File: src/rtl/data_memory_arbiter.sv
// data_memory_arbiter
//   Two-port arbiter and sequencer for the 16x4 data memory. After reset it
//   zero-fills every memory word. It then serves one single-cycle access at a
//   time: port A is the core/datapath and port B is the loader/debug port.
//   Each access runs IDLE -> ACCESS -> RESP, so a request sampled at edge n
//   gives ACCESS in cycle n+1 and the ack pulse in cycle n+2.
//
//   Optional build macro: MEMARB_FIXED_PRI_EN
//     defined   : port A always wins a tie, and port B can starve.
//     undefined : ties alternate between the ports (round-robin).
//
// Ports
//   clk                     system clock, rising edge
//   reset                   asynchronous active-low reset
//   a_req/a_we/a_addr/a_wdata   port A request fields
//   a_ack, a_rdata              port A one-cycle completion pulse and read data
//   b_*                         same set of signals for port B
//   mem_address/mem_write/mem_data_in   memory control, all registered
//   mem_data_out                memory combinational read data
//   init_done                   high once the zero-fill sweep has completed
//   busy                        high in every state except IDLE
//   state_dbg                   current FSM state (0 INIT, 1 IDLE, 2 ACCESS, 3 RESP)
module data_memory_arbiter #(
  parameter int ADDR_W = 4,
  parameter int DATA_W = 4
) (
  input  logic              clk,
  input  logic              reset,
  input  logic              a_req,
  input  logic              a_we,
  input  logic [ADDR_W-1:0] a_addr,
  input  logic [DATA_W-1:0] a_wdata,
  output logic              a_ack,
  output logic [DATA_W-1:0] a_rdata,
  input  logic              b_req,
  input  logic              b_we,
  input  logic [ADDR_W-1:0] b_addr,
  input  logic [DATA_W-1:0] b_wdata,
  output logic              b_ack,
  output logic [DATA_W-1:0] b_rdata,
  output logic [ADDR_W-1:0] mem_address,
  output logic              mem_write,
  output logic [DATA_W-1:0] mem_data_in,
  input  logic [DATA_W-1:0] mem_data_out,
  output logic              init_done,
  output logic              busy,
  output logic [1:0]        state_dbg
);

  // Handshake: a requester raises req and holds we/addr/wdata stable until it
  // sees its one-cycle ack. Requests are sampled only in IDLE. Because RESP
  // never samples, a requester may drop req or present new fields during the
  // ack cycle.

  typedef enum logic [1:0] {
    ST_INIT   = 2'd0,
    ST_IDLE   = 2'd1,
    ST_ACCESS = 2'd2,
    ST_RESP   = 2'd3
  } state_t;

  state_t            state;
  logic [ADDR_W-1:0] sweep_cnt;
  logic              win_b;        // winner of the current access: 0 = A, 1 = B
  logic              grant_a;
  logic              grant_b;

  assign state_dbg = state;

`ifdef MEMARB_FIXED_PRI_EN
  always_comb begin
    grant_a = a_req;
    grant_b = b_req & ~a_req;
  end
`else
  logic last_grant;              // 0 = A, 1 = B; on a tie, the other port wins

  always_comb begin
    grant_a = a_req & (~b_req | last_grant);
    grant_b = b_req & (~a_req | ~last_grant);
  end
`endif

  always_ff @(posedge clk or negedge reset) begin
    if (!reset) begin
      state       <= ST_INIT;
      sweep_cnt   <= '0;
`ifndef MEMARB_FIXED_PRI_EN
      last_grant  <= 1'b1;
`endif
      win_b       <= 1'b0;
      // These values are the first INIT cycle: write 0 to address 0.
      mem_address <= '0;
      mem_write   <= 1'b1;
      mem_data_in <= '0;
      a_ack       <= 1'b0;
      b_ack       <= 1'b0;
      a_rdata     <= '0;
      b_rdata     <= '0;
      init_done   <= 1'b0;
      busy        <= 1'b1;
    end else begin
      case (state)
        ST_INIT: begin
          if (sweep_cnt == '1) begin
            state       <= ST_IDLE;
            mem_write   <= 1'b0;
            mem_address <= '0;
            init_done   <= 1'b1;
            busy        <= 1'b0;
          end else begin
            sweep_cnt   <= sweep_cnt + 1'b1;
            mem_address <= sweep_cnt + 1'b1;
          end
        end

        ST_IDLE: begin
          if (grant_a || grant_b) begin
            state       <= ST_ACCESS;
            busy        <= 1'b1;
            win_b       <= grant_b;
`ifndef MEMARB_FIXED_PRI_EN
            last_grant  <= grant_b;
`endif
            // mem_write itself serves as the latched 'we' during ACCESS.
            mem_address <= grant_b ? b_addr : a_addr;
            mem_write   <= grant_b ? b_we : a_we;
            if (grant_b)
              mem_data_in <= b_we ? b_wdata : '0;
            else
              mem_data_in <= a_we ? a_wdata : '0;
          end
        end

        ST_ACCESS: begin
          state <= ST_RESP;
          // The read data is valid only while mem_write is low.
          if (!mem_write) begin
            if (win_b) b_rdata <= mem_data_out;
            else       a_rdata <= mem_data_out;
          end
          if (win_b) b_ack <= 1'b1;
          else       a_ack <= 1'b1;
          mem_address <= '0;
          mem_write   <= 1'b0;
          mem_data_in <= '0;
        end

        ST_RESP: begin
          state <= ST_IDLE;
          a_ack <= 1'b0;
          b_ack <= 1'b0;
          busy  <= 1'b0;
        end

        default: state <= ST_INIT;
      endcase
    end
  end

endmodule

File: config.mk
export PLATFORM = sky130hd
export DESIGN_NAME = data_memory_arbiter
export DESIGN_NICKNAME = d
export VERILOG_FILES = /design/src/rtl/data_memory_arbiter.sv
export SDC_FILE = /design/constraint.sdc
export NUM_CORES = 1
export LEC_CHECK = 0
export ABC_AREA = 0
export BUFFER_PORTS_ARGS = -buffer_cell sky130_fd_sc_hd__buf_2
export CAP_MARGIN = 25
export CORE_AREA = 4 4 62 64
export DETAILED_ROUTE_END_ITERATION = 7
export DIE_AREA = 0 0 66 68
export PLACE_DENSITY = 0.81
export SLEW_MARGIN = 25
export SYNTH_ARGS = -nofsm -noshare
export SYNTH_HDL_FRONTEND = slang
export SYNTH_SLANG_ARGS = --single-unit
File: constraint.sdc
create_clock -name clk -period 4.1 [get_ports clk]
set_input_delay 0.615 -clock clk [delete_from_list [all_inputs] [get_ports clk]]
set_output_delay 0.615 -clock clk [all_outputs]
set_load 0.05 [all_outputs]
==> impl_metrics.ini <==
[layout]
utilization_pct = 55.24
n_antenna_cell = 0
nets = 216
finalInstanceArea_um2 = 1814
ff_latch_area_um2 = 729.5
area_growth_pct = 26.53
multi_input_area_um2 = 654.4
fillers = 314
drive_gt1_share_pct = 40.00
finalNonFillerCells = 231

[timing]
hold_viol_final = 0
period_needed_ps = 1766
fin_skew_ps = 8.480
post-route-period-util_pct = 43.07
grt_setup_unrepaired = false
fmax_mhz = 566.3
relSlewSlack_pct = 58.01
setup-tns-final_ps = 0
setup_viol = 0
slew_viol_final = 0
tightest_slew_ps = 629.8

[cts]
post_cts_resize_count = 0
cts_root_buf = clkbuf_4
clk_pin_slew_ps = 100
clkSinkCount = 29
post_cts_buffers = 0
tritoncts = done
cts_buffers = 5
htree_levels = 2
clockBufferDepth = 2
cts_hold_buf = 0
insertion_delay_ps = 320

[floorplanning]
initial_core_util_pct = 43.66
core_um2 = 3284
row_count = 21
ioPinCount = 49
fp.dieH_um = 68
die_area_um2 = 4488
fp.dieW_um = 66

[worst_setup_path]
r2r_start = sweep_cnt[0]$_DFFE_PN0P_
critPathLaunchType = flop
worstPathArrival_ps = 1150
path_delay_family = flip-flops
path_buf_inv = 1
critical_path_required_ps = 3480
critical_path.max_stage_delay_ps = 560
cp_slowest_cell = dfstp_2
crit_type = reg2out
worstSetupEndpointType = primary output
path_cells = buf_2
path_max_fanout = 3
crit_start = mem_write$_DFFE_PN1P_

[placement]
post-place-cells = 223
dp_hpwl_um = 2405
routabilityCongestion = 0.7899
place_area_um2 = 1712
numPortBuffers = 48

[min_path]
hold_path_class = in2async

[yosys]
synth.top_cells.by_area = dfrtp_1 (45%), mux2_2 (9.4%), dfstp_2 (5.5%), ha_1 (5.2%), a21oi_1 (3.8%)
ys_ff_latch = 29
syn_area_per_cell_um2 = 10.78
synth_top_area_share_pct = 45.38
synth_cells = 133
synth_area_um2 = 1434
ys_seq_area_share_pct = 50.87
synth_top_area_cell = dfrtp_1
synth_common_cells = dfrtp_1 (26), mux2_2 (12), nand2_1 (12)
synthesis.nets = 165
synth_most_common_cell = dfrtp_1
synth_edf_count = 0
synth_ff_type = dfrtp_1
yosys_warnings = 0
synth-async-reset-ratio_pct = 100.0
synth.distinct_cells = 29

[grt]
grt_pass1_wl_um = 5140
grt_usage_pct = 15.17
grt_pass1_vias = 1149
antenna_found_initial = 0
grt_overflow = 0
grt_max_degree = 30

[route]
drt_iter0_drc = 44
vias_per_cell = 5.177
wl_per_cell_um = 13.57
dr.pass1.iters = 4
ant_nets = 0
dr_total_vias = 1196
routed_wl_um = 3134
drc = 0

[run_status]
status = complete, no violations

[job]
drv_cap = 0
stage by stage:
| stage | setup WS [ps] | hold slack (ps) |
|---|---|---|
| 2_1_floorplan | 2360 | 319.4 |
| 3_3_place_gp | 2351 | 449.2 |
| 3_5_place_dp | 2297 | 452.6 |
| 4_1_cts | 2321 | 313.6 |
| 5_1_grt | 2224 | 340.3 |
| 6_report | 2334 | 297.0 |
layer usage:
layer  GRT usage, %  up-vias  share of wire (%)
li1               -      578                  -
met1          19.15      575                 42
met2          24.78       39                 50
met3          4.598        4                6.8
met4          5.330        0               0.99
met5              0        -                  0
path summary, 6_finish.rpt:
kind / end / slack, ps / cells past startpoint
min in group clk: init_done$_DFFE_PN0P_ / 470 / 1
max in group asynchronous: mem_address[3]$_DFFE_PN0P_ / 3390 / 1
worst min register to register: init_done$_DFFE_PN0P_ / 470 / 1
worst max-delay path: mem_write / 2330 / 1
worst max register to register: sweep_cnt[1]$_DFFE_PN0P_ / 2440 / 4
worst min-delay path: b_rdata[1]$_DFFE_PN0P_ / 300 / 1
sequential cells by signal, summed over array words and instances, names as in the netlist, 2 cells and up:
signal / flops
b_rdata: 4
state_dbg: 2
sweep_cnt: 4
a_rdata: 4
mem_address: 4
mem_data_in: 4
cells in the final DEF, fill, tap and decap left out, types with 2 or more instances in the layout:
master	netlist	routed
dfrtp_1	26	26
mux2i_1	2	2
nor2b_1	2	2
inv_1	8	8
buf_2	3	48
xnor2_1	2	2
mux2_2	12	12
clkbuf_4	0	5
ha_1	6	6
nand2_1	12	12
nor2_1	8	8
a32oi_1	2	2
dfstp_2	3	3
a31oi_1	4	4
bufinv_16	0	2
nand3_1	4	4
nand4_1	2	2
a21oi_1	11	11
a22oi_1	5	5
o21ai_0	10	10
kinds of logic (layout without fill, tap and decap cells):
group / after synthesis / in the layout / share of synthesized area (%)
flip-flops: 29 / 29 / 50.87
adder cells (fa/ha/maj): 6 / 6 / 5.235
AND/OR/NAND/NOR: 31 / 31 / 10.03
XOR/XNOR: 2 / 2 / 1.222
multiplexers: 14 / 14 / 10.82
buffers and inverters: 12 / 64 / 3.490
AO/OA/AOI/OAI: 39 / 39 / 18.33
area by class of cell:
class / instances / area share (%)
Inverter: 8 / 1.655
Clock buffer: 5 / 2.069
Sequential cell: 29 / 40.21
Multi-Input combinational cell: 92 / 36.07
Tap cell: 46 / 3.172
Timing Repair Buffer: 48 / 13.24
Clock inverter: 3 / 3.586
Power is not shown: default switching activity piles up to over one toggle a cycle in this logic, so the estimate is an artifact.
